==> src/rtl/result_accumulator.sv <==
// Frame accumulator: saturating sum and signed max/min over N_SAMPLES result triples.
// Summary appears the cycle after the final transfer and is held until out_ready.
module result_accumulator #(
    parameter int N_SAMPLES = 8
) (
    input  logic       clk,
    input  logic       reset,
    input  logic       start,
    input  logic       in_valid,
    output logic       in_ready,
    input  logic [3:0] ans1,
    input  logic [3:0] ans2,
    input  logic [3:0] ans3,
    output logic       out_valid,
    input  logic       out_ready,
    output logic [7:0] sum,
    output logic [3:0] max_val,
    output logic [3:0] min_val,
    output logic       ovf,
    output logic       busy
);

    typedef enum logic [1:0] {IDLE, ACC, DONE} state_t;

    localparam logic [3:0]        LAST = 4'(N_SAMPLES - 1);
    localparam logic signed [9:0] SMAX = 10'sd127;
    localparam logic signed [9:0] SMIN = -10'sd128;

    state_t            state_q, state_d;
    logic [3:0]        cnt_q, cnt_d;
    logic signed [7:0] sum_q, sum_d;
    logic signed [3:0] max_q, max_d;
    logic signed [3:0] min_q, min_d;
    logic              ovf_q, ovf_d;

    logic              xfer;
    logic signed [3:0] a1, a2, a3, tri_max, tri_min;
    logic signed [9:0] step, acc_new;
    logic signed [7:0] sum_sat;
    logic              ovf_now;

    function automatic logic signed [3:0] smax(input logic signed [3:0] a, input logic signed [3:0] b);
        return (a > b) ? a : b;
    endfunction

    function automatic logic signed [3:0] smin(input logic signed [3:0] a, input logic signed [3:0] b);
        return (a < b) ? a : b;
    endfunction

    assign a1 = ans1;
    assign a2 = ans2;
    assign a3 = ans3;

    assign xfer    = (state_q == ACC) && in_valid;
    assign step    = {{6{ans1[3]}}, ans1} + {{6{ans2[3]}}, ans2} + {{6{ans3[3]}}, ans3};
    assign acc_new = {{2{sum_q[7]}}, sum_q} + step;
    assign tri_max = smax(smax(a1, a2), a3);
    assign tri_min = smin(smin(a1, a2), a3);

    always_comb begin
        sum_sat = acc_new[7:0];
        ovf_now = 1'b0;
        if (acc_new > SMAX) begin
            sum_sat = 8'sd127;
            ovf_now = 1'b1;
        end else if (acc_new < SMIN) begin
            sum_sat = -8'sd128;
            ovf_now = 1'b1;
        end
    end

    // State register
    always_ff @(posedge clk or posedge reset) begin
        if (reset) state_q <= IDLE;
        else       state_q <= state_d;
    end

    // Next-state logic
    always_comb begin
        state_d = state_q;
        case (state_q)
            IDLE:    if (start) state_d = ACC;
            ACC:     if (xfer && cnt_q == LAST) state_d = DONE;
            DONE:    if (out_ready) state_d = IDLE;
            default: state_d = IDLE;
        endcase
    end

    // Outputs decoded from registered state only
    always_comb begin
        in_ready  = (state_q == ACC);
        out_valid = (state_q == DONE);
        busy      = (state_q != IDLE);
    end

    // Datapath next-state; max/min keep last frame's values until the first transfer reloads them
    always_comb begin
        cnt_d = cnt_q;
        sum_d = sum_q;
        max_d = max_q;
        min_d = min_q;
        ovf_d = ovf_q;
        if (state_q == IDLE && start) begin
            cnt_d = 4'd0;
            sum_d = 8'sd0;
            ovf_d = 1'b0;
        end else if (xfer) begin
            cnt_d = cnt_q + 4'd1;
            sum_d = sum_sat;
            ovf_d = ovf_q | ovf_now;
            if (cnt_q == 4'd0) begin
                max_d = tri_max;
                min_d = tri_min;
            end else begin
                max_d = smax(max_q, tri_max);
                min_d = smin(min_q, tri_min);
            end
        end
    end

    always_ff @(posedge clk or posedge reset) begin
        if (reset) begin
            cnt_q <= 4'd0;
            sum_q <= 8'sd0;
            max_q <= 4'sd0;
            min_q <= 4'sd0;
            ovf_q <= 1'b0;
        end else begin
            cnt_q <= cnt_d;
            sum_q <= sum_d;
            max_q <= max_d;
            min_q <= min_d;
            ovf_q <= ovf_d;
        end
    end

    assign sum     = sum_q;
    assign max_val = max_q;
    assign min_val = min_q;
    assign ovf     = ovf_q;

endmodule
==> config.mk <==
export PLATFORM = sky130hd
export DESIGN_NAME = result_accumulator
export DESIGN_NICKNAME = d
export VERILOG_FILES = /design/src/rtl/result_accumulator.sv
export SDC_FILE = /design/constraint.sdc
export NUM_CORES = 1
export LEC_CHECK = 0
export ABC_AREA = 1
export CAP_MARGIN = 30
export CORE_UTILIZATION = 35
export DETAILED_ROUTE_END_ITERATION = 8
export GPL_TIMING_DRIVEN = 0
export PLACE_DENSITY_LB_ADDON = 0.08
export SETUP_SLACK_MARGIN = 0.3
export SYNTH_ARGS = -nofsm -noshare
export SYNTH_HDL_FRONTEND = slang
export SYNTH_SLANG_ARGS = --single-unit
==> constraint.sdc <==
create_clock -name clk -period 3.6 [get_ports clk]
set_clock_uncertainty 0.05 [all_clocks]
set_input_delay 0.72 -clock clk [delete_from_list [all_inputs] [get_ports clk]]
set_output_delay 0.72 -clock clk [all_outputs]
set_load 0.02 [all_outputs]
==> metrics.csv, run 1 <==
stage,metric,value,unit
outcome,outcome,finished with violations,
outcome,violated checks,setup timing,
die,die area,6760,um^2
sta,fin. max-slew vios,0,
synth,cell types occupying the most area after synthesis,"dfrtp_1 (26%), ha_1 (16%), fa_1 (11%)",
drt,DRC violation count after routing,0,
setup_path,type of destination of the critical path,flop,
sta,RSZ-0062 raised after global routing,yes,
synth,most instantiated flip-flop cell in the synthesis netlist,dfrtp_1,
finish,net total in the final layout,443,
clocking,Num Clock Sinks,23,
die,number of core rows,28,
die,core outline area,6060,um^2
setup_path,cell with the most instances on the worst path,buf_6,
sta,total setup violations reported at the end of the flow,16,
grt,combined global-route utilization of all metal layers,0.184,
drt,via/cell ratio,4.75,
synth,count of state elements after synthesis,23,
drt,detailed-route wire length per cell,12.7,um
setup_path,peak per-stage delay on the critical path,0.32,ns
sta,minimum setup slack in the final design,-0.486,ns
setup_path,Startpoint Class,input pin,
clocking,CTS Root Buffer Type,clkbuf_8,
setup_path,maximum net fanout on the critical path,5,
die,width of the chip,82.2,um
power_and_ir_drop,Leakage Power,1.76,nW
synth,post-synthesis cell area,2250,um^2
synth,"FFs w/ async S/R, synth",1.00,
place,Detail Placement HPWL,3.92,mm
finish,post-route insts no fill,460,
grt,global-route wire length before repair,9.54,mm
sta,total negative setup slack,-4.03,ns
drt,wire length after detailed routing,5.82,mm
die,floorplan die height,82.2,um
sta,Worst Max-Slew Pin Slew,0.490,ns
synth,number of enable-type register cells in the synthesized netlist,0,
sta,"Hold Violations, Final",0,
min_path,path type of the worst min-delay path,flop to flop,
synth,warning count from the yosys run,0,
synth,most repeated cell in the gate-level netlist after synthesis,inv_1,
power_and_ir_drop,Peak supply drop,701,uV
drt,antenna-violating nets left,0,
synth,register area share after synthesis,0.256,
grt,largest net degree at the start of global routing,17,
clocking,clock tree buffer depth,2,
sta,Relative slew margins,0.670,
clocking,clock tree from TritonCTS,built,
finish,share of final-layout standard cells stronger than drive strength 1,0.390,
sta,maximum clock frequency,245,MHz
synth,area share of the largest cell type after synthesis,0.256,
die,initial cell density of the core,0.371,
place,worst slack at placement,-1.33,ns
synth,most area-hungry cell type in the Yosys netlist,dfrtp_1,
place,global placer's final weighted congestion,0.712,
setup_path,critical path type,input pin to flop,
die,Boundary Pins,37,
power_and_ir_drop,Pwr Density,821,nW/um^2
synth,number of instances in the synthesized netlist,289,
drt,via count,2184,
place,post-placement cell count,401,
clocking,clock latency on the worst-skew pair,0.27,ns
setup_path,Critical Path Slowest Stage Cell,ha_4,
clocking,TritonCTS buffer count,3,
place,number of buffers added on ports,36,
job,max_cap viols,0,
drt,number of detailed-route iterations in the first pass,4,
synth,Avg Synthesized Cell Area,7.79,um^2
clocking,clock-pin slew on the worst setup and hold paths,0.09,ns
sta,final critical-path required period,4.09,ns
setup_path,critical path arrival,4.19,ns
power_and_ir_drop,total power consumption of the routed design,2.93,mW
setup_path,Worst Path Required,3.71,ns
grt,gr ovfl total,0,
synth,most common library cells after synthesis,"inv_1 (61), nand2_1 (49), ha_1 (28)",
sta,final period utilization,1.13,
finish,core utilization of the finished layout,0.589,
finish,synthesis-to-layout area growth,58.6,%
grt,antenna violations before repair,0,
synth,unique cell type count in the Yosys netlist,35,
synth,number of nets produced by synthesis,346,
clocking,Max H-tree Level,1,
finish,# diodes,0,
grt,number of global-route vias before repair,2185,
drt,count of routing violations after the opening detailed-route iteration,55,
## cell type report
type                       instances  area, um^2
clock inverter                     1        7.51
inverter                          63         246
fill                             553        2490
clock buffer                       3        41.3
multi-input combinational        202        1760
sequential                        23         576
tap                               75        93.8
buffer                             1        3.75
timing repair buffer              92         846
## report_power, final
group	total, mW	switching [mW]	leakage (nW)	internal, mW
sequential	0.489	0.103	0.283	0.385
combinational	2.27	1.21	1.46	1.06
clock	0.169	0.0903	0.0217	0.0784
## critical path: cells and delay by family
kind	cells	cell delay [ns]
buffers and inverters	15	1.28
and+or+nand+nor	16	0.96
adders and majority gates	3	0.87
AOI/OAI and AO/OA	3	0.32
## metrics by stage
step / area, um^2 / hold WS [ns]
5_1_grt: 3570 / 0.484
6_report: 3570 / 0.450
2_1_floorplan: 2330 / 0.424
4_1_cts: 3310 / 0.460
3_3_place_gp: 2780 / 0.428
3_5_place_dp: 2810 / 0.429
## state kept, by name (all words and copies together) (netlist names)
| register | count |
|---|---|
| sum | 8 |
| cnt_q | 4 |
| max_val | 4 |
| min_val | 4 |
| state_q | 2 |
| ovf | 1 |
## logic make-up (layout without fill, tap and decap cells)
group,after synthesis,count (layout),synth area share
AO/OA/AOI/OAI,51,51,0.135
XOR/XNOR,6,6,0.0233
adder cells (fa/ha/maj),40,40,0.262
buffers and inverters,64,160,0.107
flip-flops,23,23,0.256
AND/OR/NAND/NOR,105,105,0.217
## layout by cell type, fill, tap and decap left out, types with 5 or more instances in the layout
master	count
inv_1	48
buf_4	45
nand2_1	35
clkdlybuf4s50_1	24
dfrtp_1	23
ha_1	20
nand2_2	19
nor2_1	17
nand3_1	13
buf_6	13
inv_2	11
fa_1	9
o21ai_0	7
a21oi_1	7
ha_4	7
a21oi_2	6
nand2_4	5
## per-layer routing
metal	GRT usage	wire length (um)	vias to the layer above
li1	-	-	1120
met1	0.222	2680	1028
met2	0.352	2970	32
met3	0.0264	143	4
met4	0.0158	34	0
met5	0	0	-
## final timing paths
kind	start	end	slack [ns]	depth (start not counted)
worst max register to register	sum[1]	sum[5]	0.66	16
worst min-delay path	ovf	ovf	0.45	2
max in group asynchronous	reset	sum[1]	2.40	3
worst min register to register	ovf	ovf	0.45	2
min in group asynchronous	reset	min_val[0]	0.69	2
worst max-delay path	ans2[3]	min_val[0]	-0.49	37
## what timing repair did
item / in CTS / in global routing
endpoints found under the setup margin: 17 / 17
setup buffers: 38 / 17
gates resized for setup: 95 / 42
pin swaps: 40 / 44
hold buffers: 0 / 0
hold endpoints to repair: 0 / 0
No activity file was read; power rests on OpenSTA's default activity.
==> run 2, diff against run 1 <==
CTS_BUF_LIST = sky130_fd_sc_hd__clkbuf_4   (was unset)
PLACE_DENSITY = 0.57   (was unset)
PLACE_DENSITY_LB_ADDON = unset   (was 0.08)
==> run 2 against run 1 <==
- the flow still finishes with violations (setup timing)
- fmax up 2.9%
- register-to-register slack hardly changed
- global-route usage is 0.12 points lower
- via count barely moved
- clock power fell by 24%
- first-iteration DRC count up 25%
- routed wire length down 3.1%
- die area did not move
- flip-flop and latch count did not move
- final cell count down 1.5%
- non-clock buffer count fell by 7
- critical path depth fell by 12
- critical path type unchanged
- largest cell class unchanged
- highest routed layer unchanged
==> metrics.csv, run 2 (synthesis results as in run 1) <==
stage,metric,value,unit,change
setup_path,maximum net fanout on the critical path,8,,+3
grt,largest net degree at the start of global routing,24,,+7
sta,Relative slew margins,0.400,,-0.270
grt,combined global-route utilization of all metal layers,0.182,,-0.00123
setup_path,peak per-stage delay on the critical path,0.31,ns,about the same
place,number of buffers added on ports,36,,unchanged
power_and_ir_drop,Pwr Density,809,nW/um^2,-1.4%
grt,antenna violations before repair,0,,unchanged
drt,detailed-route wire length per cell,12.5,um,-1.6%
outcome,violated checks,setup timing,,
power_and_ir_drop,Leakage Power,1.72,nW,-2.2%
die,number of core rows,28,,unchanged
power_and_ir_drop,Peak supply drop,932,uV,+33%
drt,wire length after detailed routing,5.64,mm,-3.1%
sta,"Hold Violations, Final",0,,unchanged
sta,fin. max-slew vios,0,,unchanged
drt,via/cell ratio,4.82,,+1.5%
die,width of the chip,82.2,um,unchanged
sta,final period utilization,1.10,,-0.0322
die,floorplan die height,82.2,um,unchanged
sta,minimum setup slack in the final design,-0.370,ns,+0.116 ns
grt,gr ovfl total,0,,unchanged
place,post-placement cell count,400,,-0.25%
setup_path,type of destination of the critical path,flop,,
clocking,TritonCTS buffer count,3,,unchanged
sta,final critical-path required period,3.97,ns,-0.116 ns
power_and_ir_drop,total power consumption of the routed design,2.78,mW,-5.1%
clocking,Num Clock Sinks,23,,unchanged
clocking,CTS Root Buffer Type,clkbuf_4,,
setup_path,cell with the most instances on the worst path,nand2_1,,
clocking,clock tree buffer depth,2,,unchanged
drt,DRC violation count after routing,0,,unchanged
setup_path,Worst Path Required,3.76,ns,+0.05 ns
drt,antenna-violating nets left,0,,unchanged
outcome,outcome,finished with violations,,
drt,via count,2182,,-0.092%
grt,number of global-route vias before repair,2154,,-1.4%
finish,"leading cell type in the layout, fill and taps excluded",inv_1,,
sta,total setup violations reported at the end of the flow,12,,-4
grt,global-route wire length before repair,9.50,mm,-0.36%
finish,net total in the final layout,436,,-1.6%
clocking,clock tree from TritonCTS,built,,
clocking,clock latency on the worst-skew pair,0.33,ns,+0.06 ns
finish,# diodes,0,,unchanged
setup_path,Critical Path Slowest Stage Cell,ha_1,,
setup_path,critical path type,input pin to flop,,
die,die area,6760,um^2,unchanged
job,max_cap viols,0,,unchanged
clocking,clock-pin slew on the worst setup and hold paths,0.14,ns,+0.05 ns
clocking,hold_buf cts,0,,unchanged
setup_path,Buf/Inv on CP,2,,-13
setup_path,Startpoint Class,input pin,,
setup_path,dominant delay contributor by cell family on the critical path,compound AO/OA/AOI/OAI gates,,
setup_path,critical path arrival,4.13,ns,-0.06 ns
finish,most frequent cells in the layout,"inv_1 (51), buf_4 (44), nand2_1 (35)",,
sta,RSZ-0062 raised after global routing,yes,,
sta,Worst Max-Slew Pin Slew,0.899,ns,+0.409 ns
die,core outline area,6060,um^2,unchanged
clocking,Max H-tree Level,1,,unchanged
finish,synthesis-to-layout area growth,52.6,%,
drt,count of routing violations after the opening detailed-route iteration,69,,+25%
die,Boundary Pins,37,,unchanged
finish,post-route insts no fill,453,,-1.5%
finish,share of final-layout standard cells stronger than drive strength 1,0.373,,-0.0166
min_path,path type of the worst min-delay path,flop to flop,,
drt,number of detailed-route iterations in the first pass,4,,unchanged
finish,number of flip-flops in the largest register,8,,unchanged
place,global placer's final weighted congestion,0.773,,+8.6%
place,Detail Placement HPWL,3.90,mm,-0.47%
sta,maximum clock frequency,252,MHz,+2.9%
die,initial cell density of the core,0.371,,unchanged
run 2: changes by cell type in the layout (fill, tap and decap cells not counted), sizes merged:
cell and delta:
clkdlybuf4s15 -1, clkbuf -1, dlymetal6s2s +2, buf -7
run 2: final timing paths:
| check | from | endpoint | slack (ns) | depth (start not counted) |
|---|---|---|---|---|
| max | ans1[3] | max_val[1] | -0.37 | 25 |
| min | ovf | ovf | 0.46 | 2 |
| max reg2reg | sum[1] | sum[2] | 0.65 | 16 |
| min reg2reg | ovf | ovf | 0.46 | 2 |
| max in group asynchronous | reset | sum[2] | 2.13 | 2 |
| min in group asynchronous | reset | min_val[3] | 0.81 | 2 |
run 2: cell type report:
| cell class | instances | area (um^2) |
|---|---|---|
| flip-flops and latches | 23 | 576 |
| multi-input cells | 202 | 1730 |
| fillers | 555 | 2630 |
| inverters | 63 | 244 |
| clock buffers | 3 | 22.5 |
| clock inverters | 1 | 7.51 |
| plain buffers | 1 | 3.75 |
| repair buffers | 85 | 758 |
| well taps | 75 | 93.8 |
run 2: worst reg2reg max path: stages, from the launching register on:
cell	delay (ns)
dfrtp_1	0.39
inv_1	0.08
fa_1	0.47
inv_1	0.08
ha_2	0.19
inv_2	0.04
fa_2	0.33
nand3b_1	0.16
and2_4	0.17
inv_2	0.05
a21oi_1	0.05
nor2_1	0.09
nor2_1	0.05
xor2_1	0.19
nand2_1	0.15
nand2_2	0.17
o22ai_1	0.11
run 2: routing by layer:
metal | vias up | track usage | wire (um)
li1 | 1114 | - | -
met1 | 1030 | 0.227 | 2550
met2 | 36 | 0.336 | 2870
met3 | 2 | 0.0319 | 194
met4 | 0 | 0.0193 | 30
met5 | - | 0 | 0
run 2: power by group:
| group | leakage (nW) | switching (mW) | total, mW | internal (mW) |
|---|---|---|---|---|
| Sequential | 0.283 | 0.103 | 0.487 | 0.384 |
| Combinational | 1.43 | 1.18 | 2.16 | 0.982 |
| Clock | 0.0139 | 0.0859 | 0.128 | 0.0425 |
run 2: per-stage QoR:
step | TNS (ns) | cell area [um^2] | hold slack [ns] | utilization | worst slack, ns
2_1_floorplan | -1.85 | 2330 | 0.424 | - | -0.381
3_3_place_gp | -15.72 | 2780 | 0.427 | 0.459 | -1.29
3_5_place_dp | -16.04 | 2780 | 0.424 | 0.459 | -1.31
4_1_cts | -4.39 | 3260 | 0.463 | 0.537 | -0.422
5_1_grt | -4.30 | 3430 | 0.488 | 0.567 | -0.638
6_report | -1.58 | 3430 | 0.459 | 0.567 | -0.370
run 2: timing repair:
item                                    4_1_cts  5_1_grt
pin swaps                                    33       35
gates resized for setup                      89       33
setup buffers                                39       10
endpoints found under the setup margin       17       17
